## config.mk

```make
export PLATFORM = sky130hd
export DESIGN_NAME = rotor_stepper
export DESIGN_NICKNAME = d
export VERILOG_FILES = /design/src/rtl/rotor_stepper.sv
export SDC_FILE = /design/constraint.sdc
export NUM_CORES = 1
export LEC_CHECK = 0
export BUFFER_PORTS_ARGS = -buffer_cell sky130_fd_sc_hd__clkbuf_2
export CAP_MARGIN = 25
export CELL_PAD_IN_SITES_DETAIL_PLACEMENT = 1
export CELL_PAD_IN_SITES_GLOBAL_PLACEMENT = 1
export CORE_MARGIN = 2
export CORE_UTILIZATION = 40
export CTS_CLUSTER_DIAMETER = 40
export DETAILED_ROUTE_END_ITERATION = 8
export PLACE_DENSITY = 0.85
export SYNTH_ARGS = -nofsm -noshare
export SYNTH_HDL_FRONTEND = slang
export SYNTH_SLANG_ARGS = --single-unit
```

## constraint.sdc

```tcl
create_clock -name clk -period 2.3 [get_ports clk]
set_input_delay 0.345 -clock clk [delete_from_list [all_inputs] [get_ports clk]]
set_output_delay 0.345 -clock clk [all_outputs]
set_load 0.01 [all_outputs]
```

## src/rtl/rotor_stepper.sv

```systemverilog
// Enigma rotor-position stepper: notch turnover, settle window and encode-valid strobe.
// Optional `ROTOR_DOUBLE_STEP_EN enables the middle-rotor double step (odometer stepping otherwise).
module rotor_stepper #(
  parameter int NOTCH_FAST    = 16,
  parameter int NOTCH_MID     = 4,
  parameter int SETTLE_CYCLES = 4
) (
  input  logic       clk,
  input  logic       rst_n,
  input  logic       key_stb,
  input  logic       load,
  input  logic [4:0] init_slow,
  input  logic [4:0] init_mid,
  input  logic [4:0] init_fast,
  output logic [4:0] rot_slow,
  output logic [4:0] rot_mid,
  output logic [4:0] rot_fast,
  output logic       busy,
  output logic       enc_valid
);

  typedef enum logic [1:0] {IDLE, SETTLE, DONE} state_t;

  localparam logic [4:0] NF       = 5'(NOTCH_FAST);
  localparam logic [4:0] NM       = 5'(NOTCH_MID);
  localparam logic [3:0] CNT_INIT = 4'(SETTLE_CYCLES - 1);

  state_t     state, state_nx;
  logic [3:0] cnt, cnt_nx;
  logic [4:0] slow_nx, mid_nx, fast_nx;
  logic       fast_hit, mid_hit, step_mid, step_slow;

  function automatic logic [4:0] inc26(input logic [4:0] v);
    return (v >= 5'd25) ? 5'd0 : v + 5'd1;
  endfunction

  function automatic logic [4:0] red26(input logic [4:0] v);
    return (v >= 5'd26) ? v - 5'd26 : v;
  endfunction

  // All carries are decided from the pre-step positions.
  always_comb begin
    fast_hit = (rot_fast == NF);
    mid_hit  = (rot_mid == NM);
`ifdef ROTOR_DOUBLE_STEP_EN
    step_mid  = fast_hit | mid_hit;
    step_slow = mid_hit;
`else
    step_mid  = fast_hit;
    step_slow = fast_hit & mid_hit;
`endif
  end

  always_comb begin
    state_nx = state;
    cnt_nx   = cnt;
    slow_nx  = rot_slow;
    mid_nx   = rot_mid;
    fast_nx  = rot_fast;
    if (load) begin
      slow_nx  = red26(init_slow);
      mid_nx   = red26(init_mid);
      fast_nx  = red26(init_fast);
      state_nx = IDLE;
      cnt_nx   = '0;
    end else begin
      case (state)
        IDLE: begin
          if (key_stb) begin
            fast_nx  = inc26(rot_fast);
            mid_nx   = step_mid  ? inc26(rot_mid)  : rot_mid;
            slow_nx  = step_slow ? inc26(rot_slow) : rot_slow;
            cnt_nx   = CNT_INIT;
            state_nx = SETTLE;
          end
        end
        SETTLE: begin
          if (cnt == '0) state_nx = DONE;
          else           cnt_nx   = cnt - 4'd1;
        end
        DONE:    state_nx = IDLE;
        default: state_nx = IDLE;
      endcase
    end
  end

  // busy/enc_valid are flops decoded from the next state so they track the state register.
  always_ff @(posedge clk or negedge rst_n) begin
    if (!rst_n) begin
      state     <= IDLE;
      cnt       <= '0;
      rot_slow  <= '0;
      rot_mid   <= '0;
      rot_fast  <= '0;
      busy      <= 1'b0;
      enc_valid <= 1'b0;
    end else begin
      state     <= state_nx;
      cnt       <= cnt_nx;
      rot_slow  <= slow_nx;
      rot_mid   <= mid_nx;
      rot_fast  <= fast_nx;
      busy      <= (state_nx != IDLE);
      enc_valid <= (state_nx == DONE);
    end
  end

endmodule

```

# Word-level counts from Yosys, hierarchy flattened
# Index checks and enable logic that the tools add are counted.
[word_totals]
register_bits = 23
latch_bits = 0
ram_bits = 0
mem_bits_ro = 0
n_memories = 0
[classes]
add_sub_neg = 7
n_mul = 0
div = 0
order_cmp = 6
n_eq_ne = 6
shift = 0
muxes = 25
bitwise_logic = 1
reduce_logical = 12
[ops]
columns = ["op", "count"]
rows = [
  ["two-way mux 5 bit", 17],
  [">= comparator 5 bit (second input constant)", 6],
  ["adder 5 x 1 -> 5 bit (second input constant)", 3],
  ["subtractor 5 bit (second input constant)", 3],
  ["two-way mux 4 bit", 3],
  ["nonzero test 2 bit", 5],
  ["AND reduction 3 bit", 3],
  ["one-hot mux 4 bit (2 select lines)", 1],
  ["two-way mux 2 bit", 3],
  ["!= test 3 bit (second input constant)", 2],
  ["equality test 5 x 3 -> 1 bit (second input constant)", 1],
  ["equality test 5 bit (second input constant)", 1],
  ["zero test 4 bit", 1],
  ["one-hot mux 2 bit (2 select lines)", 1],
  ["subtractor 4 x 1 -> 4 bit (second input constant)", 1],
  ["nonzero test 3 bit", 1],
  ["equality test 2 x 1 -> 1 bit (second input constant)", 1],
  ["equality test 2 bit (second input constant)", 1],
  ["zero test 2 bit", 1],
  ["AND reduction 2 bit", 1],
  ["AND 1 bit", 1],
]

# Logic depth before layout (Yosys ltp)
# Gate-level depths: netlist of run 1.
[depth]
ltp_word = 6
ltp_mapped = 7
mapped_depth_nobuf = 6

# Least setup slack after synthesis of run 1
# No wires, ideal clock.
[synth_timing]
kind = "flip-flop to flip-flop"
from = "reg rot_mid[0]"
to = "reg rot_slow[4]"
setup_time_ns = 0.120
t_arrival_ns = 1.861
required_ns = 2.180
setup_slack_ns = 0.319
stages_incl_launch_ff = 7
path_buffers = 0
synth_period_minus_slack_ns = 1.981
path_cell_list = "dfrtp_1 inv_1 ha_1 or4bb_1 nor3_2 o21ai_0 a31o_2"
[synth_between]
elab_chain_len = 4
[synth_lines]
columns = ["item", "line_no", "rtl"]
rows = [
  ["start, declared", "16", "output logic [4:0] rot_mid,"],
  ["start signal, assigned", "101", "rot_mid <= mid_nx;"],
  ["equality test 5 x 3 -> 1 bit", "44", "mid_hit = (rot_mid == NM);"],
  ["AND 1 bit", "50", "step_slow = fast_hit & mid_hit;"],
  ["nonzero test 2 bit (no source line)", "--", ""],
  ["AND reduction 3 bit (no source line)", "--", ""],
  ["end signal, assigned", "100", "rot_slow <= slow_nx;"],
  ["end, declared", "15", "output logic [4:0] rot_slow,"],
]
# No other way between the ends.
# A chain may end at the register's enable or synchronous reset.

# Worst setup path after layout of run 1
[layout_timing]
from = "reg rot_fast[3]"
to = "reg rot_mid[3]"
[layout_between]
elab_chain_len = 3
[layout_lines]
columns = ["item", "line_no", "rtl"]
rows = [
  ["start, declared", "17", "output logic [4:0] rot_fast,"],
  ["start signal, assigned", "102", "rot_fast <= fast_nx;"],
  ["equality test 5 bit", "43", "fast_hit = (rot_fast == NF);"],
  ["nonzero test 2 bit (no source line)", "--", ""],
  ["AND reduction 3 bit (no source line)", "--", ""],
]
# No other way between the ends.

==> summary.md, run 1 <==
| Metric | Value |
|---|---|
| Worst path max stage delay | `0.59 ns` |
| Share of cells above drive strength 1 | `21.9%` |
| Fill count | `about 530` |
| Area grow syn2layout | `15.9%` |
| Placed wire-length estimate | `3370 µm` |
| Max VDD drop | `491 µV` |
| Clk buf depth | `2` |
| Die Y | `68.7 µm` |
| Pleak | `0.902 nW` |
| Min Tclk post-route | `1.96 ns` |
| Final Skew | `0.00508 ns` |
| Synth Cell Area | `approximately 1700 µm²` |
| First-pass GRT wire length | `7290 µm` |
| Vias in the first global route | `around 1,600` |
| Sequential area share after synthesis | `about a third` |
| RSZ-0062 raised after global routing | `false` |
| Synthesized area per cell | `around 8.5 µm²` |
| TNS Setup | `0 ns` |
| Core Region | `4000 µm²` |
| DRC viols | `0` |
| GPL Wtd Cong | `0.814` |
| CTS Hold Bufs | `0` |
| Number of flops mapped to enable cells by yosys | `0` |
| Share of flip-flops with an asynchronous set or reset | `100%` |
| Clk sink count | `23` |
| Initial Util | `41.9%` |
| Relative slew slack | `approximately 60%` |
| Synth cell types | `48` |
| Skew-Pair Late Insertion Delay | `0.27 ns` |
| Drt total wl | `4310 µm` |
| Multi-input gate area | `992 µm²` |
| Buf/Inv on CP | `0` |
| CTS H-Tree Depth | `1` |
| Vias | `1,627` |
| Die Width | `68.7 µm` |
| Tot GR Track Use | `20.0%` |
| Period utilization | `roughly 85%` |
| Initial drt markers | `95` |
| Slowest CP cell | `or4b_4` |
| Port bufs | `35` |
| Min-Delay Path Class | `primary input to asynchronous set/reset pin` |
| Power Density | `roughly 590 nW/µm²` |
| Row count | `23` |
| Hold Vio Cnt, Final | `0` |
| Total power draw | `1.15 mW` |
| Pre-CTS setup slack | `about 0.36 ns` |
| Final nets | `around 270` |
| FMAX | `509 MHz` |
| Post-cts resize count | `0` |
| Clk slew on worst S/H paths | `around 0.09 ns` |
| Register area | `576 µm²` |
| Initial antenna violation count | `0` |
| N_diodes | `0` |
| Synth Instances | `198` |
| Status | `finished, final reports clean` |
| Pre-antenna DRT Iters | `4` |
| Crit path cell chain | `or4b_4 -> or2_1 -> or3_1 -> a32oi_1` |
| Crit start category | `flip-flop` |
| Worst setup EP type | `flip-flop` |
| Worst r2r src | `rot_fast[3]` |
| Req. time, crit path | `about 2.5 ns` |
| CP arrival | `2.15 ns` |
| ANT nets after route | `0` |
| # setup viols final | `0` |
| Post-synthesis net count | `230` |
| Worst reg-to-reg setup slack | `0.34 ns` |
| Final WS setup | `~0.34 ns` |
| Reg2Reg Depth | `4` |
| Synth Register Bits | `23` |
| CTS tree | `done` |
| Root Buffer | `clkbuf_8` |
| Worst-Margin Slew | `0.587 ns` |
| Total CTS buffers | `3` |
| Max cap viols | `0` |
| Peak fanout along the critical path | `6` |
| Routed wire per std cell | `15.2 µm` |
| Die Footprint | `4720 µm²` |
| Main flop type after synthesis | `dfrtp_1` |
| Crit-path leading delay family | `simple AND/OR/NAND/NOR gates` |
| Post-CTS Setup Inserts | `0` |
| Kind of critical path | `flip-flop to flip-flop` |
| R2r endpoint | `rot_mid[3]` |
| Grt ovf | `0` |
| IO Pins | `36` |
| Fin. max-slew vios | `0` |
| Hold Slack | `0.0560 ns` |
| Vias per inst | `5.75` |
| Largest net degree at the start of global routing | `24` |
| Synth Warn # | `0` |
[worst max path at each step]
stage                      from     endpoint  slack, ns  cells after the start
finish              rot_fast[3]   rot_mid[3]       0.34                      4
global route         rot_mid[0]  rot_slow[4]       0.17                      6
CTS                  rot_mid[0]  rot_slow[3]       0.33                      6
detailed placement   rot_mid[0]  rot_slow[4]       0.36                      6
global placement     rot_mid[0]  rot_slow[3]       0.41                      6
floorplan            rot_mid[0]  rot_slow[4]       0.32                      6
[layer usage]
metal | track usage (%) | wire length, µm
met3 | 3.08 | 157
met1 | 25.4 | 1940
met2 | 36.7 | 2180
met5 | 0 | 0
met4 | 2.70 | 27
[sequential cells by signal (all words and copies together) (netlist names)]
register	cells
cnt	4
rot_fast	5
busy	1
rot_slow	5
enc_valid	1
rot_mid	5
state	2
[cell usage after synthesis, types with 2 or more instances]
| library cell | count | share of area (%) |
|---|---|---|
| dfrtp_1 | 23 | 34 |
| o21ai_0 | 19 | 5.7 |
| inv_1 | 17 | 3.8 |
| nor2_1 | 17 | 3.8 |
| a21oi_1 | 13 | 3.9 |
| ha_1 | 13 | 9.7 |
| nand3_1 | 11 | 3.3 |
| nand2_1 | 10 | 2.2 |
| and3_1 | 5 | 1.9 |
| a31o_2 | 4 | 2.1 |
| clkbuf_1 | 4 | 0.90 |
| nand2b_1 | 4 | 1.5 |
| nor3b_1 | 4 | 1.8 |
| o211ai_1 | 4 | 1.8 |
| a31oi_1 | 3 | 1.1 |
| nand4_1 | 3 | 1.1 |
| nor3_1 | 3 | 0.90 |
| a22oi_1 | 2 | 0.90 |
| a311oi_1 | 2 | 1.0 |
| a32oi_1 | 2 | 1.0 |
| and2_1 | 2 | 0.75 |
| buf_6 | 2 | 1.3 |
| nor2b_1 | 2 | 0.75 |
| nor4_1 | 2 | 0.75 |
| o311ai_0 | 2 | 1.0 |
| or3_1 | 2 | 0.75 |
| or4_1 | 2 | 0.90 |
[logic make-up (layout without fill, tap and decap cells)]
logic type,Yosys count,count (layout),synth area share (%)
xor gates and xnor gates,1,1,0.523
AOI/OAI and AO/OA,62,62,24.3
DFF,23,23,34.4
and+or+nand+nor,75,75,24.7
adders and majority gates,13,13,9.72
buffers and inverters,24,59,6.35
[cell usage in the layout (no fill, tap or decap), types with 2 or more instances in the layout]
master / netlist / final
inv_1: 17 / 17
o21ai_0: 19 / 19
clkbuf_2: 1 / 35
nor2_1: 17 / 17
o211ai_1: 4 / 4
nand2_1: 10 / 10
o311ai_0: 2 / 2
or4_1: 2 / 2
a31oi_1: 3 / 3
ha_1: 13 / 13
nor4_1: 2 / 2
nand3_1: 11 / 11
dfrtp_1: 23 / 23
nand4_1: 3 / 3
nor3_1: 3 / 3
a22oi_1: 2 / 2
nor3b_1: 4 / 4
buf_4: 0 / 3
nand2b_1: 4 / 4
a311oi_1: 2 / 2
a32oi_1: 2 / 2
nor2b_1: 2 / 2
or3_1: 2 / 2
and3_1: 5 / 5
a31o_2: 4 / 4
clkbuf_8: 0 / 3
a21oi_1: 13 / 13
and2_1: 2 / 2
[stage by stage]
step | instance area (µm²) | util (%) | instances
after floorplan | 1670 | - | 198
after global placement | 1890 | 47.3 | 279
after detailed placement | 1890 | 47.3 | 279
after CTS | 1940 | 48.5 | 283
after global routing | 1940 | 48.5 | 283
final | 1940 | 48.5 | 283
[area by class of cell]
| type | instances | area share (%) |
|---|---|---|
| timing repair buffer | 38 | 10.2 |
| inverter | 17 | 3.29 |
| clock inverter | 1 | 0.387 |
| sequential | 23 | 29.7 |
| multi-input combinational | 151 | 51.1 |
| tap | 50 | 3.22 |
| clock buffer | 3 | 2.13 |
[power by group]
group,total (mW),switching (mW),internal [mW]
Sequential,0.525,0.0706,0.455
Combinational,0.351,0.198,0.153
Clock,0.270,0.147,0.123
Total,1.15,0.416,0.730
Note: power is estimated with default switching activity, not from simulation.
==> inputs of run 2 (changes only) <==
- RECOVER_POWER: unset -> 100
==> summary.md, run 2 (synthesis results as in run 1) <==
| Metric | Value |
|---|---|
| Total power draw | `1.13 mW` |
| Final nets | `~270` |
| Worst setup EP type | `flip-flop` |
| TNS Setup | `0 ns` |
| Logic gate share of total power | `between 30% and 40%` |
| Post-cts resize count | `0` |
| Most common cell after layout, fill and taps aside | `dfrtp_1` |
| R2r endpoint | `rot_mid[3]` |
| Clk sink count | `23` |
| Die Y | `68.7 µm` |
| Clk buf depth | `2` |
| Min-Delay Path Class | `primary input to asynchronous set/reset pin` |
| Clock group share of total power | `between 20% and 30%` |
| Root Buffer | `clkbuf_8` |
| # setup viols final | `0` |
| Most frequent cells in the layout | `dfrtp_1, o21ai_0, clkbuf_1` |
| Vias | `1,611` |
| Die Width | `~70 µm` |
| Status | `finished, final reports clean` |
| Row count | `23` |
| Drt total wl | `4310 µm` |
| Max VDD drop | `489 µV` |
| DRC viols | `0` |
| Min Tclk post-route | `2.06 ns` |
| Worst r2r src | `rot_fast[3]` |
| Core Region | `roughly 4000 µm²` |
| N_diodes | `0` |
| Switch share | `about 37%` |
| Int Power | `718 µW` |
| RSZ-0062 raised after global routing | `false` |
| Flop pwr share | `46.3%` |
| Peak fanout along the critical path | `6` |
| Power Density | `594 nW/µm²` |
| Pre-antenna DRT Iters | `4` |
| CTS tree | `done` |
| Switching Power | `416 µW` |
| Tot GR Track Use | `20.0%` |
| Fin. max-slew vios | `0` |
| Total CTS buffers | `3` |
| Area grow syn2layout | `14.1%` |
| Port bufs | `35` |
| Clk slew on worst S/H paths | `0.09 ns` |
| Vias in the first global route | `between 1,500 and 2,000` |
| Reg2Reg Depth | `4` |
| Vias per inst | `5.69` |
| First-pass GRT wire length | `7290 µm` |
| Req. time, crit path | `2.49 ns` |
| Kind of critical path | `flip-flop to flip-flop` |
| FMAX | `486 MHz` |
| CTS Hold Bufs | `0` |
| Crit start category | `flip-flop` |
| IO Pins | `36` |
| Die Footprint | `4720 µm²` |
| Final Skew | `around 0.0053 ns` |
| Skew-Pair Late Insertion Delay | `0.27 ns` |
| Relative slew slack | `between 10% and 20%` |
| Hold Vio Cnt, Final | `0` |
| ANT nets after route | `0` |
| Max cap viols | `0` |
| GPL Wtd Cong | `between 0.8 and 0.9` |
| Grt ovf | `0` |
| Worst reg-to-reg setup slack | `0.24 ns` |
| Worst-Margin Slew | `1.26 ns` |
| CP arrival | `between 2 and 2.5 ns` |
| Largest net degree at the start of global routing | `24` |
| Top Registers | `rot_fast x5, rot_mid x5, rot_slow x5` |
| Post-CTS Setup Inserts | `0` |
| Routed wire per std cell | `15.2 µm` |
| Fill count | `532` |
| Initial drt markers | `57` |
| Initial antenna violation count | `0` |
| Share of cells above drive strength 1 | `13.3%` |
| Placed wire-length estimate | `3370 µm` |
| Pleak | `0.841 nW` |
| Period utilization | `approximately nine tenths` |
| CTS H-Tree Depth | `1` |
| Initial Util | `41.9%` |
run 2: cell types whose count changed in the layout (fill, tap and decap cells not counted), sizes merged:
| cell | previous run | this run |
|---|---|---|
| clkbuf | 38 | 39 |
| buf | 3 | 2 |
run 2: layer usage:
layer  vias up  track usage (%)  share of wire, %
met3         4             3.08               3.0
met1       779             25.4                46
met5         -                0                 0
met4         0             2.70              0.63
met2        24             36.7                50
li1        804                -                 -
run 2: worst max-delay path: stages (launching register included):
cell and delay [ns]:
dfrtp_1 0.44, or4b_1 0.63, or2_0 0.35, or3_1 0.38, a32oi_1 0.17
run 2: through the flow:
step	hold WS (ns)	setup WS (ns)	utilization, %	instance area (µm²)	cells
2_1_floorplan	0.0494	0.319	-	1670	198
3_3_place_gp	0.378	0.411	47.3	1890	279
3_5_place_dp	0.389	0.358	47.3	1890	279
4_1_cts	0.0883	0.331	48.5	1940	283
5_1_grt	0.330	0.102	47.8	1910	283
6_report	0.317	0.244	47.8	1910	283
run 2: power by group through the flow:
stage	Combinational, mW	Sequential (mW)	Clock, mW
floorplan	0.213	0.533	0
global placement	0.342	0.528	0
detailed placement	0.353	0.534	0
CTS	0.356	0.525	0.273
global route	0.393	0.537	0.285
finish	0.340	0.525	0.269
run 2: layout make-up:
cell class / count / area (µm²) / share of cell area, %
inverters: 17 / 63.8 / 3.34
flip-flops and latches: 23 / 576 / 30.1
repair buffers: 38 / 171 / 8.97
clock buffers: 3 / 41.3 / 2.16
clock inverters: 1 / 7.51 / 0.393
well taps: 50 / 62.6 / 3.27
multi-input cells: 151 / 988 / 51.7
run 2: worst max-delay path by stage:
stage                      from          end  cells after the start
finish              rot_fast[3]   rot_mid[3]                      4
global route         rot_mid[0]  rot_slow[0]                      7
CTS                  rot_mid[0]  rot_slow[3]                      6
detailed placement   rot_mid[0]  rot_slow[4]                      6
global placement     rot_mid[0]  rot_slow[3]                      6
floorplan            rot_mid[0]  rot_slow[4]                      6
==> inputs of run 3 (changes only) <==
- BUFFER_PORTS_ARGS: -buffer_cell sky130_fd_sc_hd__clkbuf_2 -> -buffer_cell sky130_fd_sc_hd__buf_2
- CTS_CLUSTER_DIAMETER: 40 -> 200
==> summary.md, run 3 (synthesis results as in run 1) <==
| Metric | Value |
|---|---|
| Period utilization | `89.8%` |
| Vias | `1,623` |
| Skew-Pair Late Insertion Delay | `0.27 ns` |
| Most common cell after layout, fill and taps aside | `dfrtp_1` |
| CTS H-Tree Depth | `1` |
| CP arrival | `2.26 ns` |
| Relative slew slack | `11.0%` |
| Clock group share of total power | `23.5%` |
| Most frequent cells in the layout | `dfrtp_1, o21ai_0, clkbuf_1` |
| Fin. max-slew vios | `0` |
| Final Skew | `0.00342 ns` |
| Die Width | `68.7 µm` |
| DRC viols | `0` |
| Grt ovf | `0` |
| CTS Hold Bufs | `0` |
| Vias per inst | `about 5.7` |
| Total power draw | `1.13 mW` |
| RSZ-0062 raised after global routing | `false` |
| Flop pwr share | `46.5%` |
| Switching Power | `412 µW` |
| Largest net degree at the start of global routing | `24` |
| Pre-antenna DRT Iters | `4` |
| Total CTS buffers | `3` |
| Max cap viols | `0` |
| Crit start category | `flip-flop` |
| IO Pins | `36` |
| Kind of critical path | `flip-flop to flip-flop` |
| Worst reg-to-reg setup slack | `0.23 ns` |
| Clk slew on worst S/H paths | `0.09 ns` |
| Placed wire-length estimate | `3340 µm` |
| Hold Slack | `around 0.31 ns` |
| Hold Vio Cnt, Final | `0` |
| Peak fanout along the critical path | `6` |
| Pleak | `around 0.85 nW` |
| FMAX | `484 MHz` |
| Worst hold path cell count | `3` |
| DP Area | `1890 µm²` |
| Design Area, Final | `1910 µm²` |
| Root Buffer | `clkbuf_8` |
| TNS Setup | `0 ns` |
| CTS tree | `done` |
| Min-delay src | `init_slow[0]` |
| Worst r2r src | `rot_fast[3]` |
| Critical path origin | `rot_fast[3]` |
| Row count | `23` |
| Slowest CP cell | `or4b_1` |
| Status | `finished, final reports clean` |
| Max VDD drop | `311 µV` |
| Core Region | `4000 µm²` |
| Post-cts resize count | `0` |
| Min-Delay Path Class | `primary input to flip-flop` |
| Min Tclk post-route | `2.07 ns` |
| Top Registers | `rot_fast x5, rot_mid x5, rot_slow x5` |
| Final WS setup | `0.234 ns` |
| Switch share | `between 30% and 40%` |
| ANT nets after route | `0` |
| First-pass GRT wire length | `7300 µm` |
| Clk sink count | `23` |
| R2r endpoint | `rot_mid[3]` |
| Logic gate share of total power | `between 30% and 40%` |
| Drt total wl | `4340 µm` |
| Routed wire per std cell | `15.3 µm` |
| Initial antenna violation count | `0` |
| Worst path max stage delay | `approximately 0.63 ns` |
| Power Density | `590 nW/µm²` |
| Tot GR Track Use | `20.3%` |
| Int Power | `716 µW` |
| N_diodes | `0` |
| Reg2Reg Depth | `4` |
| Post-CTS Setup Inserts | `0` |
| Initial drt markers | `58` |
| GPL Wtd Cong | `0.812` |
| Port bufs | `35` |
| Area grow syn2layout | `14.2%` |
| Initial Util | `41.9%` |
| Req. time, crit path | `2.49 ns` |
| Worst setup EP type | `flip-flop` |
| Die Y | `just under 70 µm` |
| Hold EP | `rot_slow[0]` |
| Crit path cell chain | `or4b_1 -> or2_0 -> or3_1 -> a32oi_1` |
| # setup viols final | `0` |
| Clk buf depth | `2` |
| Die Footprint | `4720 µm²` |
| Vias in the first global route | `1,590` |
| Worst-Margin Slew | `1.34 ns` |
| Share of cells above drive strength 1 | `a little over an eighth` |
| Final nets | `around 270` |
| Pre-CTS setup slack | `0.284 ns` |
## run 3: power by group through the flow
stage	Sequential (mW)	Clock [mW]	Combinational, mW
floorplan	0.533	0	0.213
global placement	0.527	0	0.343
detailed placement	0.533	0	0.353
CTS	0.524	0.271	0.355
global route	0.537	0.289	0.391
finish	0.525	0.265	0.338
## run 3: cell type report
| type | instances | area, µm² |
|---|---|---|
| Clock buffer | 3 | 41.3 |
| Clock inverter | 1 | 5.00 |
| Fill cell | 512 | 2090 |
| Inverter | 17 | 63.8 |
| Multi-Input combinational cell | 151 | 988 |
| Sequential cell | 23 | 576 |
| Tap cell | 50 | 62.6 |
| Timing Repair Buffer | 38 | 175 |
## run 3: routing by layer
metal  track usage, %  vias up  part of all wire (%)  routed length, µm
met5                0        -                     0                  0
met4             4.41        0                  0.83                 36
met3             2.76        4                   3.2                141
met2             36.7       23                    49               2120
met1             25.6      792                    47               2040
li1                 -      804                     -                  -
## run 3: worst max path at each step
stage          cells past startpoint     endpoint  slack (ns)
3_5_place_dp                       6  rot_slow[3]        0.28
4_1_cts                            6  rot_slow[3]        0.27
5_1_grt                            7  rot_slow[0]        0.09
3_3_place_gp                       6  rot_slow[4]        0.42
6_report                           4   rot_mid[3]        0.23
2_1_floorplan                      6  rot_slow[4]        0.32
## run 3: stage by stage
stage	util [%]	std cells
floorplan	-	198
global placement	47.3	279
detailed placement	47.3	279
CTS	48.5	283
global route	47.8	283
finish	47.8	283
## run 3: critical path: cells and delay by family (launching register included)
family | cells | cell delay (ns)
DFF | 1 | 0.45
AOI/OAI and AO/OA | 1 | 0.18
and+or+nand+nor | 3 | 1.35
